<file path="src/rtl/wifi_rx_demapper_qpsk_if.sv">
// Sample-in / bit-out handshake bundle for the QPSK hard-decision demapper.
interface wifi_rx_demapper_qpsk_if;
   logic        valid_in;
   logic [11:0] data_in_real;
   logic [11:0] data_in_imag;
   logic        in_ready;
   logic        valid_out;
   logic        data_out;
   logic        out_ready;

   // Upstream equalizer and downstream deinterleaver side.
   modport master (
      output valid_in,
      output data_in_real,
      output data_in_imag,
      output out_ready,
      input  in_ready,
      input  valid_out,
      input  data_out
   );

   // Demapper side.
   modport slave (
      input  valid_in,
      input  data_in_real,
      input  data_in_imag,
      input  out_ready,
      output in_ready,
      output valid_out,
      output data_out
   );
endinterface

</file>
<file path="src/rtl/wifi_rx_demapper_qpsk.sv">
// QPSK hard-decision demapper: slices I/Q signs into {b1,b0}, buffers the
// decisions in a small symbol FIFO and serializes them MSB-first onto a
// 1-bit valid/ready stream. Also counts low-confidence symbols and flags
// input samples dropped while the FIFO was full.
module wifi_rx_demapper_qpsk #(
   parameter logic [11:0] THRESH = 12'd181,
   parameter int unsigned DEPTH  = 4
) (
   input  logic                         clk,
   input  logic                         reset,
   wifi_rx_demapper_qpsk_if.slave       bus,
   input  logic                         clr_stat,
   output logic [15:0]                  weak_cnt,
   output logic                         drop_flag
);

   localparam int unsigned PTR_W = (DEPTH > 1) ? $clog2(DEPTH) : 1;
   localparam int unsigned CNT_W = $clog2(DEPTH + 1);
   localparam int unsigned MAG_W = 13;

   typedef enum logic [1:0] {
      ST_IDLE = 2'd0,
      ST_BIT1 = 2'd1,
      ST_BIT0 = 2'd2
   } state_t;

   // ------------------------------------------------------------------
   // Decision and confidence
   // ------------------------------------------------------------------
   logic [1:0]       sym_in;
   logic [MAG_W-1:0] mag_i;
   logic [MAG_W-1:0] mag_q;
   logic [MAG_W-1:0] thresh_ext;
   logic             weak_in;

   // Sign slice (zero decides as 1) and 13-bit magnitudes so -2048 stays 2048.
   always_comb begin
      sym_in     = {~bus.data_in_real[11], ~bus.data_in_imag[11]};
      mag_i      = bus.data_in_real[11] ? MAG_W'(MAG_W'(0) - {1'b1, bus.data_in_real})
                                        : {1'b0, bus.data_in_real};
      mag_q      = bus.data_in_imag[11] ? MAG_W'(MAG_W'(0) - {1'b1, bus.data_in_imag})
                                        : {1'b0, bus.data_in_imag};
      thresh_ext = {1'b0, THRESH};
      weak_in    = (mag_i < thresh_ext) || (mag_q < thresh_ext);
   end

   // ------------------------------------------------------------------
   // Symbol FIFO
   // ------------------------------------------------------------------
   logic [1:0]       mem [DEPTH];
   logic [PTR_W-1:0] wr_ptr_q;
   logic [PTR_W-1:0] rd_ptr_q;
   logic [CNT_W-1:0] count_q;
   logic             fifo_empty;
   logic             in_ready_c;
   logic             push;
   logic             pop;
   logic [1:0]       rd_sym;

   // Full/empty status and the accept strobe; no bypass when full.
   always_comb begin
      fifo_empty = (count_q == '0);
      in_ready_c = (count_q != CNT_W'(DEPTH));
      push       = bus.valid_in & in_ready_c;
      rd_sym     = mem[rd_ptr_q];
   end

   assign bus.in_ready = in_ready_c;

   // Storage array; contents are don't-care while the count says empty.
   always_ff @(posedge clk) begin
      if (push) begin
         mem[wr_ptr_q] <= sym_in;
      end
   end

   // Circular pointers and occupancy count.
   always_ff @(posedge clk or posedge reset) begin
      if (reset) begin
         wr_ptr_q <= '0;
         rd_ptr_q <= '0;
         count_q  <= '0;
      end else begin
         if (push) begin
            wr_ptr_q <= PTR_W'(wr_ptr_q + PTR_W'(1));
         end
         if (pop) begin
            rd_ptr_q <= PTR_W'(rd_ptr_q + PTR_W'(1));
         end
         case ({push, pop})
            2'b10:   count_q <= CNT_W'(count_q + CNT_W'(1));
            2'b01:   count_q <= CNT_W'(count_q - CNT_W'(1));
            default: count_q <= count_q;
         endcase
      end
   end

   // ------------------------------------------------------------------
   // Serializer FSM
   // ------------------------------------------------------------------
   state_t state_q;
   state_t state_d;
   logic   valid_out_q;
   logic   valid_out_d;
   logic   data_out_q;
   logic   data_out_d;
   logic   b0_q;
   logic   b0_d;

   // State and registered stream outputs.
   always_ff @(posedge clk or posedge reset) begin
      if (reset) begin
         state_q     <= ST_IDLE;
         valid_out_q <= 1'b0;
         data_out_q  <= 1'b0;
         b0_q        <= 1'b0;
      end else begin
         state_q     <= state_d;
         valid_out_q <= valid_out_d;
         data_out_q  <= data_out_d;
         b0_q        <= b0_d;
      end
   end

   // Next state: b1 on load, b0 after the first handshake, reload back-to-back.
   always_comb begin
      state_d     = state_q;
      valid_out_d = valid_out_q;
      data_out_d  = data_out_q;
      b0_d        = b0_q;
      pop         = 1'b0;
      case (state_q)
         ST_IDLE: begin
            valid_out_d = 1'b0;
            if (!fifo_empty) begin
               pop         = 1'b1;
               data_out_d  = rd_sym[1];
               b0_d        = rd_sym[0];
               valid_out_d = 1'b1;
               state_d     = ST_BIT1;
            end
         end
         ST_BIT1: begin
            if (bus.out_ready) begin
               data_out_d = b0_q;
               state_d    = ST_BIT0;
            end
         end
         ST_BIT0: begin
            if (bus.out_ready) begin
               if (!fifo_empty) begin
                  pop         = 1'b1;
                  data_out_d  = rd_sym[1];
                  b0_d        = rd_sym[0];
                  valid_out_d = 1'b1;
                  state_d     = ST_BIT1;
               end else begin
                  valid_out_d = 1'b0;
                  state_d     = ST_IDLE;
               end
            end
         end
         default: begin
            valid_out_d = 1'b0;
            state_d     = ST_IDLE;
         end
      endcase
   end

   assign bus.valid_out = valid_out_q;
   assign bus.data_out  = data_out_q;

   // ------------------------------------------------------------------
   // Statistics
   // ------------------------------------------------------------------
   // Saturating weak counter and sticky drop flag; clear wins over updates.
   always_ff @(posedge clk or posedge reset) begin
      if (reset) begin
         weak_cnt  <= 16'd0;
         drop_flag <= 1'b0;
      end else if (clr_stat) begin
         weak_cnt  <= 16'd0;
         drop_flag <= 1'b0;
      end else begin
         if (push && weak_in && (weak_cnt != 16'hFFFF)) begin
            weak_cnt <= 16'(weak_cnt + 16'd1);
         end
         if (bus.valid_in && !in_ready_c) begin
            drop_flag <= 1'b1;
         end
      end
   end

endmodule

</file>
<file path="src/flat_wrapper.sv">
// flat-port wrapper written by rule: the top's interface ports become plain ports
module wifi_rx_demapper_qpsk_flat 
#(
   parameter logic [11:0] THRESH = 12'd181,
   parameter int unsigned DEPTH  = 4
)
  (clk, reset, clr_stat, weak_cnt, drop_flag, bus_valid_in, bus_data_in_real, bus_data_in_imag, bus_out_ready, bus_in_ready, bus_valid_out, bus_data_out);
  wifi_rx_demapper_qpsk_if bus_i ();
  input  logic clk;
  input  logic reset;
  input  logic clr_stat;
  output logic [15:0] weak_cnt;
  output logic drop_flag;
  input wire logic [$bits(bus_i.valid_in)-1:0] bus_valid_in;
  input wire logic [$bits(bus_i.data_in_real)-1:0] bus_data_in_real;
  input wire logic [$bits(bus_i.data_in_imag)-1:0] bus_data_in_imag;
  input wire logic [$bits(bus_i.out_ready)-1:0] bus_out_ready;
  output wire logic [$bits(bus_i.in_ready)-1:0] bus_in_ready;
  output wire logic [$bits(bus_i.valid_out)-1:0] bus_valid_out;
  output wire logic [$bits(bus_i.data_out)-1:0] bus_data_out;
  assign bus_i.valid_in = bus_valid_in;
  assign bus_i.data_in_real = bus_data_in_real;
  assign bus_i.data_in_imag = bus_data_in_imag;
  assign bus_i.out_ready = bus_out_ready;
  assign bus_in_ready = bus_i.in_ready;
  assign bus_valid_out = bus_i.valid_out;
  assign bus_data_out = bus_i.data_out;
  wifi_rx_demapper_qpsk #(.THRESH(THRESH), .DEPTH(DEPTH)) u_core (.clk(clk), .reset(reset), .bus(bus_i), .clr_stat(clr_stat), .weak_cnt(weak_cnt), .drop_flag(drop_flag));
endmodule
</file>
<file path="config.mk">
export PLATFORM = sky130hd
export DESIGN_NAME = wifi_rx_demapper_qpsk_flat
export DESIGN_NICKNAME = d
export VERILOG_FILES = /design/src/rtl/wifi_rx_demapper_qpsk_if.sv /design/src/rtl/wifi_rx_demapper_qpsk.sv /design/src/flat_wrapper.sv
export SDC_FILE = /design/constraint.sdc
export NUM_CORES = 1
export LEC_CHECK = 0
export ABC_CLOCK_PERIOD_IN_PS = 5100
export CAP_MARGIN = 25
export CORE_ASPECT_RATIO = 0.75
export CORE_MARGIN = 2
export CORE_UTILIZATION = 35
export DETAILED_ROUTE_END_ITERATION = 6
export PLACE_DENSITY = 0.6
export SYNTH_ARGS = -nofsm -noshare
export SYNTH_HDL_FRONTEND = slang
export SYNTH_SLANG_ARGS = --single-unit
</file>
<file path="constraint.sdc">
create_clock -name clk -period 5.1 [get_ports clk]
set_input_delay 0.51 -clock clk [delete_from_list [all_inputs] [get_ports clk]]
set_output_delay 0.51 -clock clk [all_outputs]
set_load 0.005 [all_outputs]
</file>
* Word-level counts from Yosys, hierarchy flattened
Memory sizes are Yosys's and may differ from the RTL's.
Index checks and enable logic that the tools add are counted.
** Storage, ports and cells
- Output and inout port bits :: 20
- Word-level logic and storage cells :: 74
- Flip-flop bits (word level) :: 29
- Input bits :: 29
- Bits in writable memories :: 8
- Memories kept :: 1
** Memory list
- u_core.mem :: words 4, bits a word 2, read ports 1, clocked after Yosys merged registers in 0, write ports 1, line wifi_rx_demapper_qpsk.sv:50 : logic [1:0] mem [DEPTH];
** Operators by class
- Bitwise gates (word level) :: 4
- Add/subtract/negate cells :: 7
- Reductions and logical operators :: 16
- Mux-type cells :: 26
- Equality and inequality tests :: 9
- $lt $le $gt $ge :: 2
** Operator list (count)
- 16-bit 2-to-1 mux :: 2
- 13-bit by 8-bit < comparator with 1-bit output, second input constant :: 2
- 13-bit 2-to-1 mux :: 2
- 1-bit by 13-bit subtractor with 13-bit output, first input constant :: 2
- 16-bit by 1-bit adder with 16-bit output, second input constant :: 1
- 16-bit inequality test, second input constant :: 1
- 1-bit 2-to-1 mux :: 13
- 2-bit nonzero test :: 4
- 2-bit 2-to-1 mux :: 3
- 2-bit inequality test, second input constant :: 3
- 1-bit one-hot mux with 3 select lines :: 2
- 2-bit one-hot mux with 3 select lines :: 1
- 3-bit one-hot mux with 2 select lines :: 1
- 3-bit AND reduction :: 2
- 2-bit by 1-bit adder with 2-bit output, second input constant :: 2
- 2-bit by 1-bit equality test with 1-bit output, second input constant :: 2
- 2-bit equality test, second input constant :: 2
- 1-bit one-hot mux with 2 select lines :: 2
- 2-bit AND reduction :: 2
- 3-bit by 1-bit adder with 3-bit output, second input constant :: 1
- 1-bit logical AND :: 3
- 3-bit logical NOT :: 1
- 3-bit inequality test, second input constant :: 1
- 1-bit inverter :: 3
- 6 further kinds :: 6

* Logic depth before layout (Yosys ltp)
- Depth after elaboration :: 8
- Depth in mapped cells :: 12
- Gate-level depth less buffers :: 11

* Worst setup path before layout
OpenSTA, ideal clock, no wires.
- Path kind :: input to register
- Start :: input bus_data_in_real[3]
- End :: register u_core.weak_cnt[12]
- Arrival :: 2.581 ns
- Setup time :: 0.125 ns
- Setup slack :: 2.394 ns
- Path buffers :: 2
- Stages :: 11
- Required time :: 4.975 ns
- Path through :: buf_2 -> or4_4 -> nor3_1 -> mux2_1 -> nand4_1 -> o41ai_1 -> a31oi_1 -> buf_2 -> nor3_1 -> nand4_1 -> mux2_2
** On the way
- Cells in the longest elaborated chain, start to end :: 7
** RTL lines
- start: declaration :: line flat_wrapper.sv:15 : input wire logic [$bits(bus_i.data_in_real)-1:0] bus_data_in_real;
- 1-bit by 13-bit subtractor with 13-bit output :: line wifi_rx_demapper_qpsk.sv:39 : mag_i = bus.data_in_real[11] ? MAG_W'(MAG_W'(0) - {1'b1, bus.data_in_real})
- 13-bit 2-to-1 mux * :: line wifi_rx_demapper_qpsk.sv:39
- 13-bit by 8-bit < comparator with 1-bit output * :: line wifi_rx_demapper_qpsk.sv:44 : weak_in = (mag_i < thresh_ext) || (mag_q < thresh_ext);
- 1-bit logical OR * :: line wifi_rx_demapper_qpsk.sv:44
- 1-bit logical AND * (2 in a row) :: line wifi_rx_demapper_qpsk.sv:185 : if (push && weak_in && (weak_cnt != 16'hFFFF)) begin
- 2-bit nonzero test (no line) *
- end signal: assignment :: line wifi_rx_demapper_qpsk.sv:186 : weak_cnt <= 16'(weak_cnt + 16'd1);
- end: declaration :: line wifi_rx_demapper_qpsk.sv:13 : output logic [15:0] weak_cnt,
Mark *: on every way between the ends. The rest lies on a longest branch, timed or not.
A chain may end at the register's enable or synchronous reset.

* Worst setup path in the final report
- Start :: input bus_data_in_real[5]
- End :: register u_core.weak_cnt[15]
Same word-level chain as after synthesis.

==> results.toml <==
[yosys]
syn-num-nets = 287
ys_async_sr_fraction = 0.784
dominantRegCellSynth = "dfrtp_1"
synth_cell_type_count = 52
syn_area_um2 = 2370
yosys_warnings = 0
synth-seq-cells = 37
yosys.area.top_type = "dfrtp_1"
postSynthAreaPerCell_um2 = 9.53
synth_common_cells = "30 x nor2_1, 29 x dfrtp_1, 17 x inv_1"
synth_top_area_share = 0.306
synth_area_leaders = "dfrtp_1 31%, edfxtp_1 10%, nor2_1 4.7%"
synth.most_common_cell = "nor2_1"
syn_inst = 249
synth-edff-count = 8
seq_area_frac_synth = 0.407

[floorplan]
fp-row-count = 25
initial_core_util = 0.368
pin_count = 49
die_area_um2 = 7460
design.core.area_um2 = 6440
die_w_um = 99.1
die_h_um = 75.3

[global_route]
grt_pass1_vias = 1808
grt_pass1_wl_um = 8710
track_usage = 0.145
overflow = 0
grt_max_degree = 30
antenna_found_initial = 0

[timing]
period_needed_ps = 3170
hold_viol = 0
finalCritPeriodShare = 0.622
clock_skew_ps = 7.22
max_slew_margin = 0.444
setup_tns_ps = 0
layout_setup_ws_ps = 1930
finalMaxSlewViolations = 0
fmax_mhz = 315
rsz0062_at_grt = "no"
worst_pin_slew_ps = 827
setup_viol = 0

[drt]
ant_nets = 0
avgRoutedWirePerCell_um = 13.2
drc = 0
vias_per_cell = 5.16
via_count = 1959
totalWireLength_um = 5030
drtIter0Drc = 81
first_pass_iters = 4

[cells_and_area]
syn2layout_area_growth_pct = 28.2
regArea_um2 = 966
multi_input_area_um2 = 1310
final_cells = 380
fin_area_um2 = 3040
n_antenna_cell = 0
fin_nets = 336
fillers = 621
layout-drive-gt1-share = 0.0736

[clocking]
cts_resized = 0
clkSinkCount = 37
insertion_delay_ps = 280
h-tree-depth = 2
cts_hold_buf = 0
numCtsBuffers = 5
clock_path_buffers = 2
cts_tree = "yes"
cts_root_buf = "clkbuf_8"
post-cts-setup-buffers = 0
cts.clk_slew.worst_paths_ps = 80

[critical_path]
reg2regPathDepth = 9
crit_type = "primary input to flip-flop"
r2r_start = "u_core.weak_cnt[3]"
end_kind = "flip-flop"
cp_data_arrival_time_ps = 3370
rrSetupSlack_ps = 2470
crit_path_start_kind = "primary input"
required_ps = 5300
crit_fanout = 11
setup.worst_path.start = "bus_data_in_real[5]"
r2r-end = "u_core.weak_cnt[12]"

[power_and_ir_drop]
power_density_nw_per_um2 = 329
p_leak_nw = 1.24
max-vdd-ir-drop_mv = 0.120

[worst_hold_path]
min_path_cells = 1
hp-start = "u_core.count_q[2]"
min_to = "u_core.count_q[2]"
hp-class = "flip-flop to flip-flop"

[run_status]
run_status = "completed"

[placed_design]
placed_cell_area_um2 = 2940
hpwlAfterDp_um = 3820
dpl.cell_count = 372
gp_congestion = 0.800
io_buffers = 48
dp_slack_ps = 1610

[job]
cap_violations = 0
==> worst max path at each step <==
stage | to | cells after the start
2_1_floorplan | u_core.weak_cnt[12] | 11
6_report | u_core.weak_cnt[15] | 11
4_1_cts | u_core.weak_cnt[15] | 11
5_1_grt | u_core.weak_cnt[13] | 13
3_5_place_dp | u_core.weak_cnt[15] | 11
3_3_place_gp | u_core.weak_cnt[15] | 11
==> metal layers <==
metal / global-route usage / vias to the layer above / routed length [um]
met5: 0 / - / 0
met4: 0.0274 / 0 / 26
met3: 0.0312 / 2 / 171
met2: 0.217 / 33 / 2220
met1: 0.220 / 930 / 2610
li1: - / 994 / -
==> where the power goes <==
part,switching (W),internal (W)
clock network,0.0000985,0.000144
registers,0.0000481,0.000372
logic,0.000164,0.000173
total,0.000310,0.000690
==> sequential cells by signal, summed over array words and instances (netlist names) <==
signal	count
u_core.weak_cnt	16
u_core.mem	8
u_core.count_q	3
u_core.rd_ptr_q	2
u_core.state_q	2
u_core.wr_ptr_q	2
u_core.b0_q	1
u_core.bus.data_out	1
u_core.bus.valid_out	1
u_core.drop_flag	1
==> logic make-up (layout without fill, tap and decap cells) <==
group / count (synthesis) / count (layout) / share of synthesized area
compound gates: 43 / 43 / 0.127
xor+xnor: 20 / 20 / 0.0738
fa+ha+maj: 9 / 9 / 0.0506
buf+inv: 25 / 75 / 0.0411
flops: 37 / 37 / 0.407
mux: 11 / 11 / 0.0601
simple gates: 104 / 104 / 0.241
==> critical path, stage by stage <==
cell	delay [ps]
clkdlybuf4s50_1	500
or4_4	550
o41ai_2	240
xor2_1	180
nor2_1	80
o2111ai_1	100
a31oi_1	120
buf_4	190
or2_1	240
or4_1	500
a21oi_1	160
==> per-stage QoR <==
step / util / total power [W] / hold slack (ps)
final: 0.472 / 0.00100 / 519
after global routing: 0.472 / 0.00108 / 543
after CTS: 0.472 / 0.00101 / 519
after detailed placement: 0.456 / 0.000768 / 508
after global placement: 0.456 / 0.000760 / 504
after floorplan: - / 0.000656 / 480
==> cells in the final DEF (no fill, tap or decap), drive strengths merged, types with 9 or more instances in the layout <==
cell,netlist,layout
nor3,11,11
clkdlybuf4s50,0,48
inv,17,17
nand2,12,12
dfrtp,29,29
a21oi,11,11
o21ai,9,9
nor2,30,30
xnor2,12,12
==> layout make-up <==
| cell class | count | share of cell area |
|---|---|---|
| Tap cell | 81 | 0.0333 |
| Clock buffer | 6 | 0.0238 |
| Timing Repair Buffer | 50 | 0.163 |
| Clock inverter | 2 | 0.0111 |
| Inverter | 17 | 0.0210 |
| Sequential cell | 37 | 0.317 |
| Multi-Input combinational cell | 187 | 0.431 |
Power figures use the tool's default switching activity.
